### config.mk
export PLATFORM = sky130hd
export DESIGN_NAME = code_fetch
export DESIGN_NICKNAME = d
export VERILOG_FILES = /design/src/rtl/code_fetch.sv
export SDC_FILE = /design/constraint.sdc
export NUM_CORES = 1
export LEC_CHECK = 0
export BUFFER_PORTS_ARGS = -buffer_cell sky130_fd_sc_hd__buf_2
export CORE_ASPECT_RATIO = 0.5
export CORE_MARGIN = 3
export CORE_UTILIZATION = 57
export DETAILED_ROUTE_END_ITERATION = 8
export GPL_TIMING_DRIVEN = 0
export PLACE_DENSITY_LB_ADDON = 0.12
export SYNTH_ARGS = -nofsm -noshare
export SYNTH_HDL_FRONTEND = slang
export SYNTH_SLANG_ARGS = --single-unit
### constraint.sdc
create_clock -name clock -period 2.99 [get_ports clock]
set_clock_uncertainty 0.05 [all_clocks]
set_input_delay 0.299 -clock clock [delete_from_list [all_inputs] [get_ports clock]]
set_output_delay 0.299 -clock clock [all_outputs]
set_load 0.03 [all_outputs]
### src/rtl/code_fetch.sv
// Sequential opcode prefetcher: reads code RAM port B into a small FIFO and hands opcodes to the core.
// Optional CODE_FETCH_STATS_EN adds push/stall counters.
`timescale 1ns/1ps
module code_fetch #(
    parameter int ADDR_W     = 9,
    parameter int DATA_W     = 16,
    parameter int FIFO_DEPTH = 4
) (
    input  logic              clock,
    input  logic              reset_n,
    input  logic              running,
    output logic [ADDR_W-1:0] ram_addr,
    output logic              ram_we,
    output logic [DATA_W-1:0] ram_write,
    input  logic [DATA_W-1:0] ram_read,
    output logic              op_valid,
    output logic [DATA_W-1:0] op_data,
    output logic [ADDR_W-1:0] op_addr,
    input  logic              op_ready,
    input  logic              jump_valid,
    input  logic [ADDR_W-1:0] jump_addr,
    output logic [ADDR_W-1:0] fetch_pc
`ifdef CODE_FETCH_STATS_EN
    ,
    output logic [31:0]       stat_fetched,
    output logic [31:0]       stat_stalls
`endif
);

    localparam int PTR_W = $clog2(FIFO_DEPTH);

    typedef enum logic {S_IDLE, S_FETCH} state_t;

    state_t              r_state, w_next_state;
    logic [ADDR_W-1:0]   r_pc;
    logic                r_inflight;
    logic [ADDR_W-1:0]   r_inflight_addr;
    logic [DATA_W-1:0]   r_fifo_data [FIFO_DEPTH];
    logic [ADDR_W-1:0]   r_fifo_addr [FIFO_DEPTH];
    logic [PTR_W-1:0]    r_rd_ptr, r_wr_ptr;
    logic [PTR_W:0]      r_count;

    logic                w_stop, w_jump, w_flush, w_issue, w_push, w_pop;
    logic [PTR_W+1:0]    w_occupancy;

    // NOTE: always_comb assigns every output a default first so no latch is inferred.
    always_comb begin
        w_next_state = r_state;
        case (r_state)
            S_IDLE:  if (running)  w_next_state = S_FETCH;
            S_FETCH: if (!running) w_next_state = S_IDLE;
            default: w_next_state = S_IDLE;
        endcase
    end

    // Occupancy counts the inflight word so a full FIFO never loses a RAM response.
    assign w_occupancy = {1'b0, r_count} + {{(PTR_W + 1){1'b0}}, r_inflight};
    assign w_stop      = (r_state == S_FETCH) && !running;
    assign w_jump      = (r_state == S_FETCH) && running && jump_valid;
    assign w_flush     = w_stop || w_jump;
    assign w_issue     = (r_state == S_FETCH) && running && !jump_valid &&
                         (w_occupancy < (PTR_W + 2)'(FIFO_DEPTH));
    assign w_push      = r_inflight && !w_flush;
    assign w_pop       = op_valid && op_ready;

    assign op_valid  = (r_count != '0);
    assign op_data   = r_fifo_data[r_rd_ptr];
    assign op_addr   = r_fifo_addr[r_rd_ptr];
    assign ram_addr  = r_pc;
    assign fetch_pc  = r_pc;
    assign ram_we    = 1'b0;
    assign ram_write = '0;

    // NOTE: sequential state uses non-blocking assignments so every register samples pre-edge values.
    always_ff @(posedge clock or negedge reset_n) begin
        if (!reset_n) begin
            r_state         <= S_IDLE;
            r_pc            <= '0;
            r_inflight      <= 1'b0;
            r_inflight_addr <= '0;
        end else begin
            r_state    <= w_next_state;
            r_inflight <= w_issue;
            if (w_issue) r_inflight_addr <= r_pc;
            if (w_stop)       r_pc <= '0;
            else if (w_jump)  r_pc <= jump_addr;
            else if (w_issue) r_pc <= r_pc + ADDR_W'(1);
        end
    end

    always_ff @(posedge clock or negedge reset_n) begin
        if (!reset_n) begin
            r_rd_ptr <= '0;
            r_wr_ptr <= '0;
            r_count  <= '0;
        end else if (w_flush) begin
            r_rd_ptr <= '0;
            r_wr_ptr <= '0;
            r_count  <= '0;
        end else begin
            if (w_push) r_wr_ptr <= r_wr_ptr + PTR_W'(1);
            if (w_pop)  r_rd_ptr <= r_rd_ptr + PTR_W'(1);
            case ({w_push, w_pop})
                2'b10:   r_count <= r_count + (PTR_W + 1)'(1);
                2'b01:   r_count <= r_count - (PTR_W + 1)'(1);
                default: r_count <= r_count;
            endcase
        end
    end

    // NOTE: the storage is reset because op_data/op_addr must read 0 straight out of reset; it is only a few flops.
    always_ff @(posedge clock or negedge reset_n) begin
        if (!reset_n) begin
            for (int i = 0; i < FIFO_DEPTH; i++) begin
                r_fifo_data[i] <= '0;
                r_fifo_addr[i] <= '0;
            end
        end else if (w_push) begin
            r_fifo_data[r_wr_ptr] <= ram_read;
            r_fifo_addr[r_wr_ptr] <= r_inflight_addr;
        end
    end

`ifdef CODE_FETCH_STATS_EN
    always_ff @(posedge clock or negedge reset_n) begin
        if (!reset_n) begin
            stat_fetched <= '0;
            stat_stalls  <= '0;
        end else if (w_stop) begin
            stat_fetched <= '0;
            stat_stalls  <= '0;
        end else begin
            if (w_push && (stat_fetched != '1)) stat_fetched <= stat_fetched + 32'd1;
            if ((r_state == S_FETCH) && !op_valid && (stat_stalls != '1))
                stat_stalls <= stat_stalls + 32'd1;
        end
    end
`endif

endmodule
==> results.cfg, run 1 <==
[min_path]
timing.hold.worst.class = input port to flip-flop

[clock_tree]
cts.clk_slew.worst_paths_ns = 0.05
worstSkewPairLatency_ns = 0.40
htreeDepth = 4
cts.sinks = 127
tritoncts = built
tritoncts.num_buffers = 17
cts_buffer_depth = 2
post-cts-setup-buffers = 0
clock-root-buffer = clkbuf_16

[timing]
drv_slew = 0
relSlewSlack_pct = 51.7
fin_crit_ns = 2.65
final.period_utilization_pct = 88.7
timing.final.setup_violations = 0
grt_setup_unrepaired = no
fin_hold_ws_ns = 0.119
timing.fmax_ghz = 0.377
worst_margin_slew_ns = 0.721
hold_violations = 0

[placed_design]
hpwlAfterDp_mm = 7.37
placed_cell_area_um2 = 6570
number_of_input_and_output_port_buffers_inserted = 73
dpl.cell_count = 629
gp_congestion = 0.823

[finish]
share_of_post_route_cells_with_drive_strength_above_1_pct = 54.3
final_design_area_no_fill_um2 = 7180
area_growth_syn_to_layout_pct = 20.8
finish.net_count = 551
post_layout_nonfiller_instances = 662
filler_cell_count = 662
multi_input_area_um2 = 2440
antenna_cells = 0
seq_area_um2 = 3180

[setup_path]
cp_common_cell = clkbuf_1
critical_path.max_fanout = 10
crit_path_cell_chain = clkbuf_1 > clkbuf_1 > mux4_2 > buf_2
timing.critical_path.slowest_cell_delay_ns = 0.54
critical-path-slowest-cell = clkbuf_1
setup.worst_path.class = flip-flop to output pin
worst-endpoint-required_ns = 2.64
critical-path-top-delay-family = buffers and inverters
worstSetupStartpointType = flip-flop
worst-path-buf-inv = 3
cp_data_arrival_time_ns = 2.30
critPathCaptureType = output pin

[power]
pwr_density_cell_nw_per_um2 = 873
cellLeakagePower_nw = 3.60
max-vdd-ir-drop_v = 0.000461

[synth]
synth.area.top_cells = dfrtp_1, mux2_2, mux4_2
ys_ff_latch = 127
post_synth_num_cell_types = 35
yosysTopAreaCell = dfrtp_1
postSynth.asyncResetShare_pct = 100
synthDominantCellAreaShare_pct = 53.5
synthesis.area_um2 = 5940
synth_edf_count = 0
synth.most_common_cell = dfrtp_1
syn-mean-instance-area_um2 = 14.7
synth_top_flop_cell = dfrtp_1
yosys_warnings = 0
number_of_standard_cells_after_synthesis = 404
synth-seq-area-share_pct = 53.5
synthTopCellsByCount = dfrtp_1, mux2_2, buf_4

[outcome]
run_status = complete, no violations

[floorplan]
chipHeight_um = 78.2
dieArea_um2 = 11800
num_io_pins = 91
floorplan.initialDensity_pct = 60.7
die_w_um = 150
placeableCoreArea_um2 = 9790
core_rows = 25

[route]
remaining_drc_errors = 0
drt.antenna.violating_nets = 0
drt_iter0_markers = 149
wire_per_inst_um = 17.2
route.vias.total = 3594
postRouteWirelength_mm = 11.4
pre_repair_dr_iteration_count = 4
dr_vias_cell = 5.43

[global_routing]
maximum_number_of_pins_on_one_net_before_global_route_repair = 76
globalRoute.totalOverflow = 0
initial_antenna_violation_count = 0
track_usage_pct = 21.6
first_global_vias = 3835
first_pass_grt_wire_length_mm = 19.6

[job]
drv.max_cap_violation_count = 0
==> path summary, 6_finish.rpt <==
path                       depth (start not counted)  slack (ns)              end             from
min                                                2        0.12  r_fifo_data[27]     ram_read[11]
max reg2reg                                        7        0.73       r_count[2]       r_count[1]
min reg2reg                                        1        0.45  r_fifo_data[19]  r_fifo_data[19]
max in group asynchronous                          3        1.79   r_fifo_addr[5]          reset_n
max                                                4        0.34       op_data[4]      r_rd_ptr[1]
min in group asynchronous                          2        0.36   r_fifo_data[9]          reset_n
==> metrics by stage <==
step / TNS [ns] / worst slack [ns] / utilization (%) / total power [mW]
floorplan: 0 / 0.878 / - / 3.77
global placement: -13.19 / -0.112 / 66.8 / 4.24
detailed placement: 0 / 0.740 / 67.1 / 4.28
CTS: 0 / 0.303 / 73.3 / 6.34
global route: 0 / 0.223 / 73.3 / 6.59
finish: 0 / 0.336 / 73.3 / 6.27
==> per-layer routing <==
metal | GRT usage [%] | share of wire [%]
met1 | 29.9 | 47
met3 | 4.79 | 5.0
met5 | 0 | 0
met4 | 7.12 | 0.70
met2 | 34.3 | 48
==> registers in the layout, indices dropped and copies added (netlist names) <==
register         cells
r_wr_ptr             2
r_inflight_addr      9
r_inflight           1
r_fifo_data         64
r_rd_ptr             2
r_state              1
r_count              3
r_fifo_addr         36
fetch_pc             9
==> power breakdown <==
group / leakage, nW / internal, mW / switching (mW) / total, mW
clock: 0.293 / 1.33 / 0.689 / 2.02
sequential: 1.71 / 2.07 / 0.233 / 2.30
combinational: 1.60 / 0.873 / 1.07 / 1.95
total: 3.60 / 4.27 / 1.99 / 6.27
==> logic make-up (layout without fill, tap and decap cells) <==
group | after synthesis | after routing | share of synthesized area [%]
XOR/XNOR | 5 | 5 | 0.737
other | 1 | 17 | 0.0631
multiplexers | 137 | 137 | 30.6
buffers and inverters | 57 | 164 | 6.53
AND/OR/NAND/NOR | 39 | 39 | 3.54
flip-flops | 127 | 127 | 53.5
AO/OA/AOI/OAI | 32 | 32 | 3.62
adder cells (fa/ha/maj) | 6 | 6 | 1.39
==> cells in the final DEF (no fill, tap or decap), types with 4 or more instances in the layout <==
cell type  count
dfrtp_1      127
mux2_2       109
buf_2         79
buf_4         28
mux4_2        25
conb_1        17
clkbuf_16     17
inv_1         12
a21oi_1       11
buf_6          9
nand2_1        9
o22ai_1        7
nor2_1         7
clkbuf_1       5
o31a_1         5
nand3_1        5
ha_1           5
clkbuf_8       5
nand3_2        4
nor3_1         4
clkinv_2       4
==> final cells by class <==
| class | instances | share of cell area [%] |
|---|---|---|
| sequential | 127 | 44.3 |
| multi-input combinational | 236 | 33.9 |
| clock buffer | 25 | 7.04 |
| timing repair buffer | 76 | 5.84 |
| buffer | 45 | 4.78 |
| tap | 135 | 2.35 |
| clock inverter | 6 | 1.12 |
| inverter | 12 | 0.628 |
==> what timing repair did <==
item	CTS	global route
resized for setup	0	0
hold buffers	2	0
hold endpoints to repair	53	0
No activity file was read; power rests on OpenSTA's default activity.
==> run 2: changes to the inputs <==
--- a/config.mk
+++ b/config.mk
@@ -8,5 +8,6 @@
 export BUFFER_PORTS_ARGS = -buffer_cell sky130_fd_sc_hd__buf_2
+export CAP_MARGIN = 20
 export CORE_ASPECT_RATIO = 0.5
 export CORE_MARGIN = 3
-export CORE_UTILIZATION = 57
+export CORE_UTILIZATION = 61
 export DETAILED_ROUTE_END_ITERATION = 8
==> constraint.sdc (replaced) <==
create_clock -name clock -period 3.2 [get_ports clock]
set_clock_uncertainty 0.05 [all_clocks]
set_input_delay 0.64 -clock clock [delete_from_list [all_inputs] [get_ports clock]]
set_output_delay 0.64 -clock clock [all_outputs]
set_load 0.03 [all_outputs]
==> results.cfg, run 2 (synthesis results as in run 1) <==
[finish]
mostFrequentLayoutCells = dfrtp_1, mux2_2, buf_2, buf_4, mux4_2
multi_input_area_um2 = 2440
antenna_cells = 0
reg.largest.list = r_fifo_data x64, r_fifo_addr x36
seq_area_um2 = 3180
finish.net_count = 549
share_of_post_route_cells_with_drive_strength_above_1_pct = 54.7
final_design_area_no_fill_um2 = 7110
regMostFlops = r_fifo_data
final_common_cell = dfrtp_1
largest_reg_flops = 64
area_growth_syn_to_layout_pct = 19.7
filler_cell_count = 546

[timing]
hold_violations = 0
drv_slew = 0
setup-tns-final_ns = 0
relSlewSlack_pct = 53.2
final.period_utilization_pct = 93.1
worst_margin_slew_ns = 0.699
fin_crit_ns = 2.98
grt_setup_unrepaired = no
timing.fmax_ghz = 0.336
timing.final.setup_violations = 0

[clock_tree]
cts_resized = 0
post-cts-setup-buffers = 0
cts.clk_slew.worst_paths_ns = 0.05
cts_buffer_depth = 2
tritoncts.num_buffers = 17
clock-root-buffer = clkbuf_16
tritoncts = built
htreeDepth = 4
worstSkewPairLatency_ns = 0.40
postCtsHoldBufs = 0
cts.sinks = 127

[route]
route.vias.total = 3569
pre_repair_dr_iteration_count = 4
postRouteWirelength_mm = 11.3
wire_per_inst_um = 17.3
drt.antenna.violating_nets = 0
remaining_drc_errors = 0
drt_iter0_markers = 150
dr_vias_cell = 5.47

[setup_path]
critical_path.max_fanout = 10
worst-endpoint-required_ns = 2.51
setup.worst_path.class = flip-flop to output pin
worstSetupStartpointType = flip-flop
cp_data_arrival_time_ns = 2.29
critPathCaptureType = output pin

[global_routing]
maximum_number_of_pins_on_one_net_before_global_route_repair = 87
first_pass_grt_wire_length_mm = 19.0
globalRoute.totalOverflow = 0
first_global_vias = 3701
track_usage_pct = 22.2
initial_antenna_violation_count = 0

[floorplan]
placeableCoreArea_um2 = 9070
num_io_pins = 91
core_rows = 24
chipHeight_um = 75.8
floorplan.initialDensity_pct = 65.5
dieArea_um2 = 11000
die_w_um = 146

[power]
cell_internal_power_dissipation_mw = 3.88
max-vdd-ir-drop_v = 0.000364
power.share.sequential_pct = 37.4
power.combinational.fraction_pct = 31.7
cellLeakagePower_nw = 3.58
pwr_density_cell_nw_per_um2 = 808
netSwitchingPower_mw = 1.87
clock_power_share_pct = 30.9
fraction_of_power_spent_switching_nets_pct = 32.5
totalPowerFinal_mw = 5.75

[min_path]
timing.hold.worst.class = input port to async pin

[placed_design]
placed_cell_area_um2 = 6560
number_of_input_and_output_port_buffers_inserted = 73
gp_congestion = 0.872
hpwlAfterDp_mm = 7.50

[job]
drv.max_cap_violation_count = 0

[outcome]
run_status = complete, no violations
[run 2: changes by cell type in the layout (fill, tap and decap cells not counted), sizes merged]
cell,change
bufinv,-1
clkbuf,-3
clkinv,+1
clkinvlp,+1
dlygate4sd3,-2
[run 2: worst max-delay path: stages (launching register included)]
cell      delay [ns]
dfrtp_1         0.32
clkbuf_1        0.39
clkbuf_1        0.55
mux4_2          0.42
buf_2           0.20
[run 2: cell type report]
type / instances / area share (%)
repair buffers: 74 / 5.61
clock inverters: 7 / 0.880
flip-flops and latches: 127 / 44.7
plain buffers: 45 / 4.82
multi-input cells: 236 / 34.3
clock buffers: 22 / 6.81
well taps: 130 / 2.29
inverters: 12 / 0.633
[run 2: through the flow]
stage               cells  utilization (%)  setup WS, ns  hold slack (ns)
finish                653             78.4         0.221           0.0929
global route          653             78.4         0.138            0.102
global placement      623             72.0        -0.196            0.432
detailed placement    624             72.4         0.624            0.437
floorplan             420                -         0.938            0.294
CTS                   653             78.4         0.192           0.0980
[run 2: power groups by stage]
stage | Clock (mW) | Combinational [mW] | Sequential [mW]
2_1_floorplan | 0 | 1.41 | 2.11
3_3_place_gp | 0 | 1.80 | 2.15
3_5_place_dp | 0 | 1.83 | 2.17
4_1_cts | 1.80 | 1.85 | 2.15
5_1_grt | 1.88 | 1.96 | 2.19
6_report | 1.77 | 1.82 | 2.15
[run 2: routing by layer]
layer,up-vias,share of wire [%],global-route usage (%)
li1,1650,-,-
met1,1801,48,29.9
met2,109,47,36.8
met3,9,5.1,7.07
met4,0,0.53,4.73
met5,-,0,0
[run 2: path summary, 6_finish.rpt]
check                                 from         endpoint  slack [ns]  cells past startpoint
max                            r_rd_ptr[1]       op_data[4]        0.22                      4
max in group asynchronous          reset_n   r_fifo_addr[7]        2.28                      2
min reg2reg                r_fifo_data[62]  r_fifo_data[62]        0.45                      1
min                                reset_n  r_fifo_data[44]        0.09                      1
max reg2reg                     r_count[1]       r_count[2]        0.93                      7
min in group clock                 running          r_state        0.36                      1
